## src/rtl/wb_bus_guard.sv

```systemverilog
// Wishbone bus watchdog: forwards master cycles to the address splitter, terminates any
// cycle that waits TIMEOUT cycles without a slave ack, logs the fault and raises irq.
// A two-word CSR window (STATUS, FAULT_ADR) is answered locally and never reaches a slave.
module wb_bus_guard #(
    parameter int unsigned TIMEOUT  = 16,
    parameter int unsigned CNT_W    = 8,
    parameter logic [31:0] ERR_DATA = 32'hDEAD_BEEF,
    parameter logic [31:0] CSR_BASE = 32'h300F_0000
) (
    input  logic        wb_clk,
    input  logic        wb_rst,
    input  logic [31:0] m_adr,
    input  logic [31:0] m_dat_i,
    output logic [31:0] m_dat_o,
    input  logic [3:0]  m_sel,
    input  logic        m_we,
    input  logic        m_stb,
    input  logic        m_cyc,
    output logic        m_ack,
    output logic [31:0] s_adr,
    output logic [31:0] s_dat_o,
    input  logic [31:0] s_dat_i,
    output logic [3:0]  s_sel,
    output logic        s_we,
    output logic        s_stb,
    output logic        s_cyc,
    input  logic        s_ack,
    output logic        irq
);

    typedef enum logic [2:0] {StIdle, StFwd, StToAck, StCsrAck, StHold} state_e;

    localparam logic [CNT_W-1:0] TO_LAST = CNT_W'(TIMEOUT - 1);

    state_e           r_state;
    state_e           w_state_nxt;
    logic [CNT_W-1:0] r_cnt;
    logic [CNT_W-1:0] w_cnt_nxt;

    logic             r_fault;
    logic             r_fault_we;
    logic [7:0]       r_fault_cnt;
    logic [31:0]      r_fault_adr;

    logic             w_req;
    logic             w_csr_hit;
    logic             w_ack;
    logic [31:0]      w_dat;
    logic             w_fwd_en;
    logic             w_fault_set;
    logic             w_csr_clr;
    logic [31:0]      w_status;
    logic [31:0]      w_csr_rdata;

    assign w_req     = m_cyc & m_stb;
    assign w_csr_hit = w_req & (m_adr[31:3] == CSR_BASE[31:3]);

    assign w_status    = {16'h0000, r_fault_cnt, 6'b000000, r_fault_we, r_fault};
    assign w_csr_rdata = m_adr[2] ? r_fault_adr : w_status;
    // STATUS is W1C on byte lane 0; FAULT_ADR ignores writes.
    assign w_csr_clr   = (r_state == StCsrAck) & m_we & ~m_adr[2] & m_sel[0];

    // Address, data, selects and direction pass straight through.
    assign s_adr   = m_adr;
    assign s_dat_o = m_dat_i;
    assign s_sel   = m_sel;
    assign s_we    = m_we;

    // Reset gates the combinational outputs so they drop without a clock edge.
    assign s_stb   = m_stb & w_fwd_en & ~w_csr_hit & ~wb_rst;
    assign s_cyc   = m_cyc & w_fwd_en & ~w_csr_hit & ~wb_rst;
    assign m_ack   = w_ack & ~wb_rst;
    assign m_dat_o = wb_rst ? 32'h0 : w_dat;
    assign irq     = r_fault;

    // Next-state, wait counter and master-side response.
    always_comb begin
        w_state_nxt = r_state;
        w_cnt_nxt   = r_cnt;
        w_ack       = 1'b0;
        w_dat       = 32'h0;
        w_fwd_en    = 1'b0;
        w_fault_set = 1'b0;
        unique case (r_state)
            StIdle: begin
                w_fwd_en = 1'b1;
                if (w_csr_hit) begin
                    w_state_nxt = StCsrAck;
                end else if (w_req) begin
                    if (s_ack) begin
                        w_ack = 1'b1;
                        w_dat = s_dat_i;
                    end else begin
                        w_cnt_nxt   = CNT_W'(1);
                        w_state_nxt = StFwd;
                    end
                end
            end
            StFwd: begin
                w_fwd_en = 1'b1;
                w_ack    = s_ack;
                w_dat    = s_dat_i;
                // A slave ack on the last counted cycle still wins over the timeout.
                if (s_ack || !w_req) begin
                    w_cnt_nxt   = '0;
                    w_state_nxt = StIdle;
                end else if (r_cnt == TO_LAST) begin
                    w_cnt_nxt   = '0;
                    w_state_nxt = StToAck;
                end else begin
                    w_cnt_nxt = r_cnt + CNT_W'(1);
                end
            end
            StToAck: begin
                w_ack       = 1'b1;
                w_dat       = ERR_DATA;
                w_fault_set = 1'b1;
                w_state_nxt = StHold;
            end
            StCsrAck: begin
                w_ack       = 1'b1;
                w_dat       = m_we ? 32'h0 : w_csr_rdata;
                w_state_nxt = StHold;
            end
            StHold: begin
                // Wait for the master to release so it never sees a second ack.
                if (!w_req) begin
                    w_state_nxt = StIdle;
                end
            end
            default: begin
                w_state_nxt = StIdle;
                w_cnt_nxt   = '0;
            end
        endcase
    end

    // State and wait-counter registers.
    always_ff @(posedge wb_clk or posedge wb_rst) begin
        if (wb_rst) begin
            r_state <= StIdle;
            r_cnt   <= '0;
        end else begin
            r_state <= w_state_nxt;
            r_cnt   <= w_cnt_nxt;
        end
    end

    // Fault log: set on forced termination, cleared by STATUS W1C writes.
    always_ff @(posedge wb_clk or posedge wb_rst) begin
        if (wb_rst) begin
            r_fault     <= 1'b0;
            r_fault_we  <= 1'b0;
            r_fault_cnt <= 8'h00;
            r_fault_adr <= 32'h0;
        end else if (w_fault_set) begin
            r_fault     <= 1'b1;
            r_fault_we  <= m_we;
            r_fault_adr <= m_adr;
            if (r_fault_cnt != 8'hFF) begin
                r_fault_cnt <= r_fault_cnt + 8'h01;
            end
        end else if (w_csr_clr) begin
            if (m_dat_i[0]) begin
                r_fault    <= 1'b0;
                r_fault_we <= 1'b0;
            end
            if (m_dat_i[1]) begin
                r_fault_cnt <= 8'h00;
            end
        end
    end

endmodule

```

## config.mk

```make
export PLATFORM = sky130hd
export DESIGN_NAME = wb_bus_guard
export DESIGN_NICKNAME = d
export VERILOG_FILES = /design/src/rtl/wb_bus_guard.sv
export SDC_FILE = /design/constraint.sdc
export NUM_CORES = 1
export LEC_CHECK = 0
export ABC_CLOCK_PERIOD_IN_PS = 4900
export CORE_MARGIN = 2
export CORE_UTILIZATION = 40
export DETAILED_ROUTE_END_ITERATION = 10
export PLACE_DENSITY = 0.84
export SYNTH_ARGS = -nofsm -noshare
export SYNTH_HDL_FRONTEND = slang
export SYNTH_SLANG_ARGS = --single-unit
```

## constraint.sdc

```tcl
create_clock -name wb_clk -period 4.9 [get_ports wb_clk]
set_input_delay 0.49 -clock wb_clk [delete_from_list [all_inputs] [get_ports wb_clk]]
set_output_delay 0.49 -clock wb_clk [all_outputs]
set_load 0.05 [all_outputs]
```

==> flow_metrics.py, run 1 <==
metrics = {
    "setup_path": {
        "worst-path-buf-inv": 2,
        "r2r_start": "r_state[1]",
        "r2r_cells": 6,
        "rrSetupSlack_ns": 2.25,
        "cp_common_cell": "clkdlybuf4s50_1",
        "critPathTopFamily": "compound AO/OA/AOI/OAI gates",
        "worstPathArrival_ns": 3.64,
        "path_max_fanout": 32,
        "regToRegEndpoint": "r_fault_cnt[6]",
        "cp-start-kind": "input pin",
        "cp-end-kind": "primary output",
        "required_ns": 4.41,
        "critPathSlowestCell": "a211oi_4",
        "path_cells": "clkdlybuf4s50_1, nor3b_1, and4_1, a211oi_4, o21ai_0, a21oi_1, clkdlybuf4s50_1",
        "slowest_delay_ns": 1.03,
        "crit_type": "in2out",
    },
    "placement": {
        "place_congestion": 0.850,
        "hpwl_um": 7920,
        "port_buffers": 144,
    },
    "clocking": {
        "cts_setup_buffers": 0,
        "cts_resized": 0,
        "numClockSinks": 53,
        "clockBufferDepth": 2,
        "clk_pin_slew_ns": 0.09,
        "htreeDepth": 2,
        "clkLatencyLatePin_ns": 0.31,
        "ctsHoldBuffers": 0,
        "cts_buffers": 5,
        "cts-root-buf": "clkbuf_8",
        "cts_tree": "built",
    },
    "routing": {
        "dr.first_iter.drc_count": 233,
        "routed_wl_um": 10700,
        "via_count": 3555,
        "drc": 0,
        "antenna_left": 0,
        "wire_per_inst_um": 16.8,
        "via_per_inst": 5.57,
        "detail_route.first_pass.iterations": 5,
    },
    "global_route": {
        "antenna_found_initial": 0,
        "grt_max_degree": 54,
        "grt.total_usage_pct": 22.0,
        "grt-ovfl-total": 0,
        "grt_pass1_vias": 3633,
        "grt_pass1_wl_um": 17800,
    },
    "sta": {
        "relSlewSlack_pct": 17.9,
        "period_share_pct": 84.4,
        "rsz0062_at_grt": "no",
        "tightest_slew_ns": 1.23,
        "fin_tns_setup_ns": 0,
        "finalHoldViolCount": 0,
        "finalClockSkew_ns": 0.00434,
        "setup_violations": 0,
        "fmax_mhz": 242,
        "maxSlewViolCount": 0,
        "fin_crit_ns": 4.13,
    },
    "power_and_ir_drop": {
        "vdd_drop_max_mv": 0.116,
        "totalPowerFinal_mw": 1.26,
        "powerDensity_mw_per_mm2": 256,
        "leakagePower_nw": 2.03,
    },
    "floorplan": {
        "fp-row-count": 34,
        "initial_utilization_pct": 41.7,
        "dieHeight_um": 99.8,
        "dieArea_mm2": 0.00996,
        "die_w_um": 99.8,
        "core_area_mm2": 0.00881,
        "io-pin-count": 211,
    },
    "final_layout": {
        "nNetsFinal": 637,
        "drive_gt1_share_pct": 10.4,
        "diodes": 0,
        "ff_latch_area_mm2": 0.00133,
        "fill_cells": 801,
        "syn2layout_area_growth_pct": 34.2,
        "postLayoutCoreUtil_pct": 55.9,
        "multi_input_area_mm2": 0.00172,
    },
    "synth": {
        "synth_edf_count": 0,
        "ys.flop_type": "dfrtp_1",
        "synth_top_cell_area_share_pct": 36.1,
        "netlist_area_mm2": 0.00367,
        "synth_top_area_cell": "dfrtp_1",
        "avgSynthCellArea_um2": 7.79,
        "ys_types": 47,
        "yosys_warnings": 0,
        "synth.area.top_cells": "dfrtp_1 36%, buf_4 14%, nand2_1 13%",
        "netlist_instances": 471,
        "seq_area_frac_synth_pct": 36.1,
        "syn-num-nets": 579,
        "ys_ff_latch": 53,
        "async_flop_share_pct": 100,
    },
    "worst_hold_path": {
        "hold_path_end": "r_fault_adr[13]",
        "hold_path_depth": 2,
        "worstHoldStart": "r_fault_adr[13]",
        "hold_path.class": "reg2reg",
    },
    "status": {
        "outcome": "finished, final reports clean",
    },
    "job": {
        "maxCapViolations": 0,
    },
}
==> layout by cell type (no fill, tap or decap), drive strengths merged <==
master         count
nor2              12
mux2i              1
clkinvlp           1
ha                 2
a31oi              3
or2                1
mux2              11
and2               3
nand2            123
nor3               3
or4b               1
and3               6
nand4b             1
a22o               2
dfrtp             53
nand4              3
o22a               1
nor3b              5
o31a               1
nor4b              5
o31ai              2
a21oi             61
clkdlybuf4s50    122
inv                2
o211a              1
a41oi              3
o21a               1
clkbuf             7
nor2b              2
or3b               1
a211oi             1
buf               27
nand2b             1
o21ai             46
a211o              2
and4               1
nor4               3
or4                2
nand3              5
a221o              2
==> report_power, final <==
part / switching [mW] / internal [mW] / total (mW)
Combinational: 0.229 / 0.182 / 0.412
Sequential: 0.0682 / 0.534 / 0.602
Clock: 0.145 / 0.102 / 0.247
==> metal layers <==
layer,share of wire (%),vias to the layer above,global-route usage [%]
met3,7.2,26,4.32
met4,1.9,0,6.32
li1,-,1654,-
met2,50,151,38.3
met5,0,-,0
met1,41,1724,27.9
==> sequential cells by signal, indices dropped and copies added, names as in the netlist <==
register     cells
r_fault_cnt      8
r_state          3
r_fault_we       1
r_fault_adr     32
r_cnt            8
irq              1
==> worst max-delay path by stage <==
stage	startpoint	endpoint	depth (start not counted)	slack (ns)
floorplan	m_adr[19]	s_cyc	5	1.63
global placement	m_adr[3]	m_dat_o[0]	7	0.87
detailed placement	m_adr[19]	m_dat_o[15]	7	0.75
CTS	m_adr[19]	m_dat_o[15]	7	0.74
global route	r_state[1]	m_dat_o[15]	6	0.50
finish	m_adr[19]	m_dat_o[15]	7	0.77
==> cell families after synthesis <==
logic type	share of synthesized area, %
simple gates	22.6
compound gates	19.4
buf+inv	17.5
flops	36.1
mux	3.65
fa+ha+maj	0.682
==> synth_stat cells (3+ instances only) <==
library cell,n
nor3_1,3
buf_2,3
o21ai_0,41
o21ai_1,5
clkbuf_1,23
mux2_2,11
dfrtp_1,53
nand2_1,123
a21oi_1,61
buf_4,70
and3_1,6
nor3b_1,3
nor4b_1,5
a31oi_1,3
nand4_1,3
nor2_1,12
nand3_1,5
a41oi_1,3
==> layout make-up <==
type                    count  area share (%)
clock inverters             1           0.152
clock buffers               7            1.55
inverters                   2           0.152
repair buffers            149            33.5
well taps                 108            2.74
flip-flops and latches     53            26.9
multi-input cells         318            35.0
==> worst reg2reg max path: stages (launching register included) <==
cell     delay [ns]
dfrtp_1        0.57
or3b_1         0.72
buf_4          0.36
a41oi_1        0.35
a31oi_1        0.20
o21ai_0        0.22
o21ai_0        0.11
==> through the flow <==
| stage | worst slack [ns] | cell area [um^2] | hold slack, ns | std cells |
|---|---|---|---|---|
| 2_1_floorplan | 1.63 | 3670 | 0.440 | 471 |
| 6_report | 0.766 | 4920 | 0.484 | 638 |
| 4_1_cts | 0.739 | 4920 | 0.484 | 638 |
| 3_5_place_dp | 0.751 | 4840 | 0.462 | 630 |
| 5_1_grt | 0.504 | 4920 | 0.509 | 638 |
| 3_3_place_gp | 0.871 | 4840 | 0.454 | 630 |
Note: power is estimated with default switching activity, not from simulation.
==> run 2, diff against run 1 <==
ABC_CLOCK_PERIOD_IN_PS = 4100   (was 4900)
CORE_UTILIZATION = 39   (was 40)
PLACE_DENSITY = 0.82   (was 0.84)
clock period = 4.1 ns   (was 4.9 ns; I/O delays follow)
==> run 2 against run 1 <==
Effect of this change:
- sequential power grew 19%
- sequential cell count is the same
- setup slack lost 0.36 ns
- clock power grew 15%
==> flow_metrics.py, run 2 (synthesis results as in run 1) <==
metrics = {
    "sta": {
        "finalHoldViolCount": 0,
        "rsz0062_at_grt": "no",
        "setup_violations": 0,
        "tightest_slew_ns": 1.10,
        "finalClockSkew_ns": 0.0157,
        "fmax_mhz": 271,
        "relSlewSlack_pct": 26.4,
        "maxSlewViolCount": 0,
        "period_share_pct": 90.2,
        "fin_tns_setup_ns": 0,
        "fin_crit_ns": 3.70,
    },
    "power_and_ir_drop": {
        "powerDensity_mw_per_mm2": 301,
        "totalPowerFinal_mw": 1.50,
        "leakagePower_nw": 2.06,
        "vdd_drop_max_mv": 0.170,
    },
    "routing": {
        "drc": 0,
        "via_count": 3574,
        "routed_wl_um": 11000,
        "wire_per_inst_um": 17.2,
        "via_per_inst": 5.57,
        "detail_route.first_pass.iterations": 5,
        "antenna_left": 0,
        "dr.first_iter.drc_count": 210,
    },
    "clocking": {
        "htreeDepth": 2,
        "clkLatencyLatePin_ns": 0.30,
        "cts_resized": 0,
        "cts_setup_buffers": 0,
        "ctsHoldBuffers": 0,
        "numClockSinks": 53,
        "cts_buffers": 5,
        "clk_pin_slew_ns": 0.09,
        "cts_tree": "built",
        "cts-root-buf": "clkbuf_8",
        "clockBufferDepth": 2,
    },
    "placement": {
        "place_area_mm2": 0.00490,
        "port_buffers": 144,
        "place_congestion": 0.876,
        "hpwl_um": 8200,
        "dp_cells": 635,
    },
    "floorplan": {
        "fp-row-count": 35,
        "initial_utilization_pct": 39.9,
        "die_w_um": 101,
        "dieHeight_um": 101,
        "core_area_mm2": 0.00920,
        "dieArea_mm2": 0.0102,
        "io-pin-count": 211,
    },
    "setup_path": {
        "cp-start-kind": "flop",
        "worstPathArrival_ns": 3.29,
        "cp-end-kind": "primary output",
        "path_max_fanout": 18,
        "crit_type": "reg2out",
        "required_ns": 3.69,
    },
    "final_layout": {
        "fin_cells": 642,
        "fill_cells": 833,
        "nNetsFinal": 639,
        "fin_area_mm2": 0.00499,
        "syn2layout_area_growth_pct": 35.8,
        "postLayoutCoreUtil_pct": 54.2,
        "top_register": "r_fault_adr",
        "largestRegisters": "r_fault_adr: 32 flops, r_cnt: 8 flops, r_fault_cnt: 8 flops",
        "drive_gt1_share_pct": 11.1,
        "layout_commonest_cell": "nand2_1",
        "diodes": 0,
        "largest_reg_flops": 32,
        "final_cell_mix": "123 x nand2_1, 120 x clkdlybuf4s50_1, 61 x a21oi_1",
    },
    "worst_hold_path": {
        "hold_path.class": "reg2reg",
    },
    "global_route": {
        "grt_pass1_wl_um": 17500,
        "grt.total_usage_pct": 21.5,
        "grt-ovfl-total": 0,
        "grt_pass1_vias": 3567,
        "grt_max_degree": 54,
        "antenna_found_initial": 0,
    },
    "job": {
        "maxCapViolations": 0,
    },
    "status": {
        "outcome": "finished, final reports clean",
    },
}
==> run 2: changes by cell type in the layout (fill, tap and decap cells not counted), sizes merged <==
cell and delta:
buf +4, clkbuf -1, clkdlybuf4s50 -2, clkinv +1, clkinvlp -1
==> run 2: worst paths after layout <==
path,cells past startpoint,endpoint,start,slack [ns]
max in group asynchronous,2,r_cnt[3],wb_rst,2.66
min in group asynchronous,2,r_cnt[2],wb_rst,0.76
worst max-delay path,6,m_dat_o[10],r_state[1],0.40
worst min register to register,2,r_fault_adr[11],r_fault_adr[11],0.49
worst min-delay path,2,r_fault_adr[11],r_fault_adr[11],0.49
worst max register to register,6,r_cnt[4],r_state[0],1.38
==> run 2: critical path, cell delays in order, from the launching register on <==
cell and delay [ns]:
dfrtp_1 0.52, nor3_1 0.31, nand3_1 0.21, a211oi_4 0.72, o21ai_0 0.17, a21oi_1 0.22, clkdlybuf4s50_1 0.84
==> run 2: where the power goes <==
| part | internal [mW] | total, mW | switching [mW] |
|---|---|---|---|
| registers | 0.638 | 0.717 | 0.0787 |
| clock network | 0.119 | 0.285 | 0.166 |
| logic | 0.222 | 0.498 | 0.276 |
==> run 2: metrics by stage <==
step | hold WS [ns] | setup WS (ns)
floorplan | 0.440 | 0.994
global placement | 0.456 | 0.525
detailed placement | 0.461 | 0.487
CTS | 0.486 | 0.475
global route | 0.510 | 0.194
finish | 0.486 | 0.404
==> run 2: area by class of cell <==
type	count	area [um^2]	share of cell area, %
Multi-Input combinational cell	318	1720	34.6
Sequential cell	53	1330	26.6
Timing Repair Buffer	151	1710	34.3
Inverter	2	7.51	0.151
Tap cell	111	139	2.79
Clock inverter	1	8.76	0.176
Clock buffer	6	72.6	1.46
==> run 2: layer usage <==
metal	up-vias	wire length (um)	track usage, %
li1	1662	-	-
met2	172	5590	36.5
met1	1709	4470	27.5
met3	31	739	4.09
met4	0	227	7.59
met5	-	0	0
